$ cat config.mk
export PLATFORM = sky130hd
export DESIGN_NAME = lsu_mo
export DESIGN_NICKNAME = d
export VERILOG_FILES = /design/src/rtl/lsu_mo.sv
export SDC_FILE = /design/constraint.sdc
export NUM_CORES = 1
export LEC_CHECK = 0
export BUFFER_PORTS_ARGS = -buffer_cell sky130_fd_sc_hd__buf_2
export CAP_MARGIN = 25
export CORE_MARGIN = 2
export CORE_UTILIZATION = 30
export CTS_CLUSTER_SIZE = 28
export DETAILED_ROUTE_END_ITERATION = 8
export MAX_ROUTING_LAYER = met4
export PLACE_DENSITY_LB_ADDON = 0.08
export SYNTH_ARGS = -nofsm -noshare
export SYNTH_HDL_FRONTEND = slang
export SYNTH_SLANG_ARGS = --single-unit
$ cat constraint.sdc
create_clock -name clk -period 3.1 [get_ports clk]
set_clock_uncertainty 0.05 [all_clocks]
set_input_delay 0.31 -clock clk [delete_from_list [all_inputs] [get_ports clk]]
set_output_delay 0.31 -clock clk [all_outputs]
set_load 0.02 [all_outputs]
$ cat src/rtl/lsu_mo.sv
// lsu_mo: multi-outstanding load/store unit.
// Accepts memory operations from EX1, issues them to the MMU/D-cache port and
// keeps up to DEPTH operations in flight or buffered at once. Results come back
// in request order, are shifted and extended, and then wait in a result FIFO
// until the consumer takes them. A cancel flushes all pending work. Read data
// that is still owed for flushed requests is dropped when it arrives.
//
// Encodings:
//   mem_type  : 0 = MEM_LOAD_S, 1 = MEM_LOAD_U, 2 = MEM_STORE
//   mem_size  : 0 = MEM_BYTE,   1 = MEM_HALF,   2 = MEM_WORD
//   excp_type : 0 = ALE, 1 = TLBR, 2 = PIL, 3 = PIS, 4 = PPI, 5 = PME
//
// Ports:
//   clk, reset (async, active-low), cancel (pipeline flush)
//   req_valid/req_ready, base, offset, mem_type, mem_size, st_data : EX1 request
//   have_excp, excp_type : combinational exception report for the current request
//   ok, accept_ok, ld_data : result FIFO head and its pop handshake
//   mmu_req, mmu_addr, mmu_we, mmu_size, mmu_wstrb, mmu_wdata : MMU request
//   mmu_addr_ok, mmu_data_ok, mmu_rdata : MMU handshakes and read data
//   mmu_tlbr, mmu_pil, mmu_pis, mmu_ppi, mmu_pme : translation faults for mmu_addr
//   occupancy : operations in flight plus results buffered
module lsu_mo #(
  parameter int DEPTH = 4,
  parameter int CNT_W = $clog2(DEPTH + 1)
) (
  input  logic             clk,
  input  logic             reset,
  input  logic             cancel,
  input  logic             req_valid,
  output logic             req_ready,
  input  logic [31:0]      base,
  input  logic [31:0]      offset,
  input  logic [1:0]       mem_type,
  input  logic [1:0]       mem_size,
  input  logic [31:0]      st_data,
  output logic             have_excp,
  output logic [2:0]       excp_type,
  output logic             ok,
  input  logic             accept_ok,
  output logic [31:0]      ld_data,
  output logic             mmu_req,
  output logic [31:0]      mmu_addr,
  output logic             mmu_we,
  output logic [1:0]       mmu_size,
  output logic [3:0]       mmu_wstrb,
  output logic [31:0]      mmu_wdata,
  input  logic             mmu_addr_ok,
  input  logic             mmu_data_ok,
  input  logic [31:0]      mmu_rdata,
  input  logic             mmu_tlbr,
  input  logic             mmu_pil,
  input  logic             mmu_pis,
  input  logic             mmu_ppi,
  input  logic             mmu_pme,
  output logic [CNT_W-1:0] occupancy
);

  localparam logic [1:0] MEM_LOAD_S = 2'd0;
  localparam logic [1:0] MEM_STORE  = 2'd2;
  localparam logic [1:0] MEM_BYTE   = 2'd0;
  localparam logic [1:0] MEM_HALF   = 2'd1;
  localparam logic [1:0] MEM_WORD   = 2'd2;

  localparam logic [2:0] EXC_ALE  = 3'd0;
  localparam logic [2:0] EXC_TLBR = 3'd1;
  localparam logic [2:0] EXC_PIL  = 3'd2;
  localparam logic [2:0] EXC_PIS  = 3'd3;
  localparam logic [2:0] EXC_PPI  = 3'd4;
  localparam logic [2:0] EXC_PME  = 3'd5;

  localparam int AW = $clog2(DEPTH);
  localparam logic [CNT_W-1:0] DEPTH_C = CNT_W'(DEPTH);

  typedef struct packed {
    logic [1:0] low;
    logic [1:0] size;
    logic       sgn;
    logic       st;
  } trk_t;

  logic [31:0]      addr;
  logic             issue;
  logic             trk_pop;
  logic             res_push;
  logic             res_pop;
  logic             drop_act;
  logic [AW:0]      trk_cnt;
  logic [CNT_W-1:0] cancel_drop;
  trk_t             head;
  logic [31:0]      shifted;
  logic [31:0]      load_val;

  trk_t             trk_q [DEPTH];
  trk_t             trk_d [DEPTH];
  logic [AW:0]      trk_wr_q, trk_wr_d, trk_rd_q, trk_rd_d;
  logic [31:0]      res_q [DEPTH];
  logic [31:0]      res_d [DEPTH];
  logic [AW:0]      res_wr_q, res_wr_d, res_rd_q, res_rd_d;
  logic [CNT_W-1:0] occ_q, occ_d, drop_q, drop_d;

  assign addr     = base + offset;
  assign mmu_addr = addr;

  always_comb begin
    have_excp = 1'b0;
    excp_type = EXC_ALE;
    if (req_valid) begin
      if ((mem_size == MEM_HALF && addr[0]) ||
          (mem_size == MEM_WORD && addr[1:0] != 2'b00)) begin
        have_excp = 1'b1;
        excp_type = EXC_ALE;
      end else if (mmu_tlbr) begin
        have_excp = 1'b1;
        excp_type = EXC_TLBR;
      end else if (mmu_pil) begin
        have_excp = 1'b1;
        excp_type = EXC_PIL;
      end else if (mmu_pis) begin
        have_excp = 1'b1;
        excp_type = EXC_PIS;
      end else if (mmu_ppi) begin
        have_excp = 1'b1;
        excp_type = EXC_PPI;
      end else if (mmu_pme) begin
        have_excp = 1'b1;
        excp_type = EXC_PME;
      end
    end
  end

  // occ_q already counts the result slot each in-flight request will need,
  // so a grant never has to wait for FIFO space when its data returns.
  assign mmu_req   = reset && req_valid && !have_excp && (occ_q < DEPTH_C) && !cancel;
  assign issue     = mmu_req && mmu_addr_ok;
  assign req_ready = reset && (issue || (req_valid && have_excp));

  always_comb begin
    mmu_size  = mem_size;
    mmu_we    = (mem_type == MEM_STORE);
    mmu_wstrb = 4'b0000;
    mmu_wdata = 32'h0;
    if (mem_type == MEM_STORE) begin
      case (mem_size)
        MEM_BYTE: begin
          mmu_wstrb = 4'b0001 << addr[1:0];
          mmu_wdata = {4{st_data[7:0]}};
        end
        MEM_HALF: begin
          mmu_wstrb = addr[1] ? 4'b1100 : 4'b0011;
          mmu_wdata = {2{st_data[15:0]}};
        end
        default: begin
          mmu_wstrb = 4'b1111;
          mmu_wdata = st_data;
        end
      endcase
    end
  end

  assign trk_cnt  = trk_wr_q - trk_rd_q;
  assign trk_pop  = mmu_data_ok && (trk_cnt != '0);
  assign drop_act = (drop_q != '0);
  assign res_push = trk_pop && !cancel && !drop_act;
  assign ok       = (res_wr_q != res_rd_q);
  assign res_pop  = ok && accept_ok && !cancel;
  // A data_ok arriving in the cancel cycle retires one entry right away, so it
  // is not counted among the returns that still have to be dropped.
  assign cancel_drop = CNT_W'(trk_cnt) - CNT_W'(trk_pop);

  assign head    = trk_q[trk_rd_q[AW-1:0]];
  assign shifted = mmu_rdata >> {head.low, 3'b000};

  always_comb begin
    load_val = shifted;
    case (head.size)
      MEM_BYTE: load_val = {{24{head.sgn & shifted[7]}}, shifted[7:0]};
      MEM_HALF: load_val = {{16{head.sgn & shifted[15]}}, shifted[15:0]};
      default:  load_val = shifted;
    endcase
    if (head.st) begin
      load_val = 32'h0;
    end
  end

  always_comb begin
    trk_d    = trk_q;
    trk_wr_d = trk_wr_q;
    trk_rd_d = trk_rd_q;
    res_d    = res_q;
    res_wr_d = res_wr_q;
    res_rd_d = res_rd_q;
    occ_d    = occ_q;
    drop_d   = drop_q;

    if (issue) begin
      trk_d[trk_wr_q[AW-1:0]].low  = addr[1:0];
      trk_d[trk_wr_q[AW-1:0]].size = mem_size;
      trk_d[trk_wr_q[AW-1:0]].sgn  = (mem_type == MEM_LOAD_S);
      trk_d[trk_wr_q[AW-1:0]].st   = (mem_type == MEM_STORE);
      trk_wr_d = trk_wr_q + 1'b1;
    end
    if (trk_pop) begin
      trk_rd_d = trk_rd_q + 1'b1;
    end
    if (res_push) begin
      res_d[res_wr_q[AW-1:0]] = load_val;
      res_wr_d = res_wr_q + 1'b1;
    end
    if (res_pop) begin
      res_rd_d = res_rd_q + 1'b1;
    end

    if (cancel) begin
      res_wr_d = '0;
      res_rd_d = '0;
      drop_d   = cancel_drop;
      occ_d    = cancel_drop;
    end else begin
      if (trk_pop && drop_act) begin
        drop_d = drop_q - 1'b1;
      end
      occ_d = occ_q + CNT_W'(issue) - CNT_W'(res_pop) - CNT_W'(trk_pop && drop_act);
    end
  end

  always_ff @(posedge clk or negedge reset) begin
    if (!reset) begin
      for (int i = 0; i < DEPTH; i++) begin
        trk_q[i] <= '0;
        res_q[i] <= '0;
      end
      trk_wr_q <= '0;
      trk_rd_q <= '0;
      res_wr_q <= '0;
      res_rd_q <= '0;
      occ_q    <= '0;
      drop_q   <= '0;
    end else begin
      trk_q    <= trk_d;
      res_q    <= res_d;
      trk_wr_q <= trk_wr_d;
      trk_rd_q <= trk_rd_d;
      res_wr_q <= res_wr_d;
      res_rd_q <= res_rd_d;
      occ_q    <= occ_d;
      drop_q   <= drop_d;
    end
  end

  assign ld_data   = ok ? res_q[res_rd_q[AW-1:0]] : 32'h0;
  assign occupancy = occ_q;

endmodule

* Word level (Yosys, flattened, before mapping)
Index checks and enable logic that the tools add are counted.
Storage, ports and cells: flip-flop bits (word level) 170, bits in latches 0, bits in writable memories 0, memory bits (read-only) 0, input port bits 144, word-level logic and storage cells 138, memories 0
Cells by class: $add $sub $neg 11, $mul 0, div/mod/pow operators 0, order comparisons 7, eq/ne operators 5, shift operators 2, multiplexer cells 50, bitwise logic cells 6, reductions and logical operators 31
Operators with widths (number):
- two-way mux 32 bit | 6
- bitwise mux 128 bit | 1
- case mux 32 bit (2 select lines) | 2
- bitwise mux 24 bit | 4
- binary-select mux 32 bit (select 2 bit) | 1
- demux 32 bit (select 2 bit) | 1
- demux 6 bit (select 2 bit) | 4
- two-way mux 3 bit | 14
- adder 32 bit | 1
- >> shifter 32 x 5 -> 32 bit | 1
- two-way mux 6 bit | 3
- logical AND 1 bit | 17
- adder 3 x 1 -> 3 bit, second input constant | 4
- binary-select mux 6 bit (select 2 bit) | 1
- greater-or-equal comparator 3 bit, second input constant | 4
- two-way mux 4 bit | 3
- inverter 2 -> 3 bit | 4
- subtractor 3 x 1 -> 3 bit | 3
- two-way mux 1 bit | 8
- case mux 4 bit (2 select lines) | 1
- nonzero test 2 bit | 4
- logical NOT 2 bit | 3
- < comparator 3 x 1 -> 1 bit, second input constant | 2
- nonzero test 3 bit | 2
- 12 further kinds | 18

* Logic depth before layout (Yosys ltp)
depth in word-level cells 16, depth in mapped cells 15

* Worst setup path before layout
OpenSTA, ideal clock, no wires.
path type register -> register, start register trk_wr_q[0], end register occ_q[2] (netlist: occupancy[2]), setup time 136 ps, arrival time 3091 ps, setup slack -176 ps, cell stages (with the launch flop) 16, buffers on the path 0, clock period less this slack 3276 ps, path through dfrtp_1 -> inv_1 -> ha_1 -> fa_1 -> xor2_1 -> xnor2_1 -> a31oi_4 -> o21ai_0 -> fa_1 -> inv_1 -> ha_1 -> inv_1 -> ha_1 -> xor2_1 -> xnor2_1 -> o21ai_0
Between the ends: cells in the longest elaborated chain, start to end 6, elaborated cells between the ends (all ways) 7, those cells by class add/sub: 3; mux: 1; reduce/logical: 3
Ends and longest elaborated chain:
- start: declaration | line 95 | logic [AW:0] trk_wr_q, trk_wr_d, trk_rd_q, trk_rd_d;
- start signal: assignment | line 241 | trk_wr_q <= trk_wr_d;
- subtractor 3 bit * | line 160 | assign trk_cnt = trk_wr_q - trk_rd_q;
- nonzero test 3 bit * | line 161 | assign trk_pop = mmu_data_ok && (trk_cnt != '0);
- logical AND 1 bit * | line 161
- net trk_pop | line 83 | logic trk_pop;
- logical AND 1 bit | line 222 | occ_d = occ_q + CNT_W'(issue) - CNT_W'(res_pop) - CNT_W'(trk_pop && drop_act);
- subtractor 3 x 1 -> 3 bit | line 222
- two-way mux 3 bit * | line 213 | if (cancel) begin
- net occ_d[2] | line 99 | logic [CNT_W-1:0] occ_q, occ_d, drop_q, drop_d;
- end signal: assignment | line 236 | occ_q <= '0;
- end signal: assignment | line 245 | occ_q <= occ_d;
- end: declaration | line 99
Mark *: on every way through the listed nets, which the timed path passes. The rest lies on a longest branch. A chain may end at the register's enable or synchronous reset.

* Worst setup path in the final report
Same ends and word-level chain as after synthesis.

==> summary.txt <==
Run status
  • Outcome: finished, final reports clean

Synthesis
  • Top post-synthesis cells by area: dfrtp_1 40%, mux4_2 7.8%, nand2_1 7.4%
  • Synth Net Count: between 1000 and 1500
  • Total number of yosys warnings: 0
  • Post-synth EDFFs: 0
  • Main synth FF type: dfrtp_1
  • Yosys top cell area share: between 30 and 40%
  • Syn avg cell area: approximately 9.5 µm²
  • Synth area leader: dfrtp_1
  • Post-synthesis sequential element count: 170
  • Async SR Flop Fraction: 100.0%
  • Register area share after synthesis: between 30% and 40%
  • Post-synth cell types: 55
  • Post-Syn Area: between 10000 and 15000 µm²
  • Syn Inst Count: between 1000 and 1500

Worst hold path
  • HP Class: primary input to register

Cells and area
  • Fill cell count: between 3000 and 4000
  • Syn-to-layout area delta: 24.80%
  • Most frequent cells in the layout: 255 x buf_2, 209 x nand2_1, 169 x dfrtp_1
  • Layout cells sized above 1: between 30 and 40%
  • Register area: 4255 µm²
  • Final std cells w/o fill: between 1500 and 2000
  • Most common cell after layout, fill and taps aside: buf_2
  • Nets: ~1600
  • Multi-input logic area: between 6000 and 7000 µm²

Clocking
  • Worst skew pair latency: 0.43 ns
  • H-tree depth: 4
  • Clk Tree Root Cell: clkbuf_16
  • Clock sinks: 170
  • Clock edge transition at the registers on the reported setup and hold paths: ~0.080 ns
  • Max Root-Sink Buffers: 2
  • CTS tree: done
  • Number of buffers created by CTS: 17

Timing
  • Rel. slew slack: a little over two fifths
  • Setup violations, final: 0
  • Final Cycle Share: around 97%
  • Max Fclk: around 330 MHz
  • Hold Fails Final Rpt: 0
  • Pins Over Slew Limit: 0
  • Slew at the pin with the worst max-slew slack: approximately 0.86 ns
  • Fin crit period: between 3 and 4 ns
  • Setup_tns: 0 ns

Power
  • Pwr per Cell Area: between 500 and 600 nW/µm²
  • Leakage: slightly above 6 nW
  • Max VDD drop: 0.3327 mV
  • Tot Pwr: 7.076 mW

Worst setup path
  • Crit start category: register
  • Reg2reg setup slack: 0.1 ns
  • CP max-delay cell: fa_2
  • Crit path required time: 3.36 ns
  • Critical path cell sequence: inv_2 > ha_2 > fa_2 > xor2_2 > xnor2_2 > a31oi_4 > o21ai_4 > fa_2 > ha_1 > ha_1 > xor2_1 > xnor2_1 > o21ai_0
  • Critical path class: register to register
  • Slowest Stage Delay on Critical Path: approximately 0.47 ns
  • CP Max Fanout: 4
  • Endpoint class of the critical path: register
  • Critical Path AT: between 3 and 4 ns

Die
  • Placeable core area: around 35000 µm²
  • Boundary pin count: roughly 260
  • Placement row count: 69
  • Initial core utilization: 30.28%
  • Die Area: 37250 µm²
  • Die Height: between 150 and 200 µm
  • Die W: around 190 µm

Place
  • GP Congestion: roughly 0.8
  • DPL Wire Length: approximately 23000 µm
  • Port bufs: roughly 260
  • Cell count after placement: roughly 1800

Drt
  • 1st-pass router iterations: 5
  • Vias: 9138
  • Iteration-0 DRC Markers: approximately 450
  • DRT Wirelength: between 30000 and 40000 µm
  • WL per Instance: approximately 18 µm
  • Routed vias/inst: 4.929
  • Residual DRC: 0
  • Routed Antenna Nets: 0

GRT
  • Global route overflow: 0
  • Initial antenna violation count: 2
  • First-pass GRT wire length: 51290 µm
  • Gr usage total: 18.21%
  • Largest net degree at the start of global routing: between 100 and 150
  • Vias in the first global route: slightly above 9000

Job
  • MaxCap Viol Count: 0
[logic make-up (layout without fill, tap and decap cells)]
group / after synthesis / after routing / synth area share (%)
AND/OR/NAND/NOR: 372 / 372 / 16.09
AO/OA/AOI/OAI: 294 / 294 / 16.70
flip-flops: 170 / 170 / 39.70
buffers and inverters: 101 / 361 / 3.911
multiplexers: 98 / 98 / 13.73
adder cells (fa/ha/maj): 52 / 52 / 6.281
XOR/XNOR: 44 / 44 / 3.596
other: 0 / 2 / 0
[final cells by class]
cell class	count	area share, %
Antenna cell	2	0.03742
Clock buffer	17	3.181
Clock inverter	15	1.310
Inverter	29	0.8139
Multi-Input combinational cell	860	45.85
Sequential cell	170	31.82
Tap cell	461	4.313
Timing Repair Buffer	300	12.68
[timing repair]
action                     CTS  global route
setup buffers                0             5
resized for setup            0            18
hold buffers                 1             0
setup endpoints to repair    0           108
hold endpoints to repair    29             0
[sequential cells by signal, summed over array words and instances (netlist names)]
| register | count |
|---|---|
| res_q | 128 |
| trk_wr_q | 3 |
| trk_rd_q | 3 |
| trk_q | 24 |
| res_wr_q | 3 |
| res_rd_q | 3 |
| drop_q | 3 |
| occupancy | 3 |
[metrics by stage]
stage	worst slack (ns)	util [%]	cell area [µm²]	hold slack, ns
global placement	0.03137	35.74	12650	0.3718
floorplan	0.003275	-	10730	-0.03559
detailed placement	-0.004361	35.74	12650	0.3610
CTS	0.01356	37.47	13260	0.1260
global route	-0.02596	37.78	13370	0.1482
finish	0.09594	37.78	13370	0.1321
[per-layer routing]
metal / share of wire, % / global-route usage, % / vias up / wire, µm
met2: 46 / 28.29 / 237 / 14980
met4: 0.47 / 3.526 / 0 / 155
met5: 0 / - / - / 0
li1: - / - / 4536 / -
met3: 4.6 / 2.805 / 8 / 1513
met1: 49 / 25.35 / 4357 / 15980
[Yosys cell counts, types with 2 or more instances]
| library cell | instances |
|---|---|
| nand3b_1 | 4 |
| buf_4 | 3 |
| o21bai_1 | 2 |
| nor2b_1 | 35 |
| buf_6 | 2 |
| o211ai_1 | 73 |
| and2_1 | 10 |
| mux4_2 | 37 |
| xor2_1 | 19 |
| inv_1 | 29 |
| a2111o_1 | 3 |
| a211oi_1 | 5 |
| buf_1 | 4 |
| or2_2 | 10 |
| and3_1 | 2 |
| buf_2 | 11 |
| nand2_1 | 210 |
| o2111ai_1 | 2 |
| o31a_1 | 2 |
| clkbuf_1 | 52 |
| a31oi_1 | 4 |
| mux2_2 | 22 |
| nand4_1 | 8 |
| o21ai_1 | 2 |
| dfrtp_1 | 170 |
| nor2_1 | 49 |
| o21a_1 | 8 |
| nor4_1 | 4 |
| a21oi_1 | 71 |
| mux2i_1 | 39 |
| ha_1 | 49 |
| nor3_1 | 7 |
| nor3b_1 | 2 |
| nand2b_1 | 5 |
| xnor2_1 | 25 |
| or4_1 | 2 |
| o21ai_0 | 107 |
| a21o_1 | 9 |
| nand2_2 | 3 |
| nand3_1 | 10 |
| nand3_2 | 4 |
| fa_1 | 3 |
[power by group]
part           switching [mW]  internal, mW  total, mW
Sequential              0.115          2.39       2.50
Combinational            1.42         0.954       2.38
Clock                    1.04          1.16       2.20
[final timing paths]
path                        startpoint            to  cells after the start
setup reg to reg           trk_wr_q[0]  occupancy[2]                     13
hold / removal                  cancel  occupancy[1]                      2
min in group asynchronous        reset   res_rd_q[1]                      3
hold reg to reg              res_q[12]     res_q[12]                      2
max in group asynchronous        reset     res_q[38]                      4
setup / recovery           trk_wr_q[0]  occupancy[2]                     13
[worst max-delay path, delay by kind of cell, from the launching register on]
family,cells,cell delay (ns)
AO/OA/AOI/OAI,3,0.32
XOR/XNOR,4,0.69
adder cells (fa/ha/maj),5,1.40
buffers and inverters,1,0.07
flip-flops,1,0.37
Note: power is estimated with default switching activity, not from simulation.
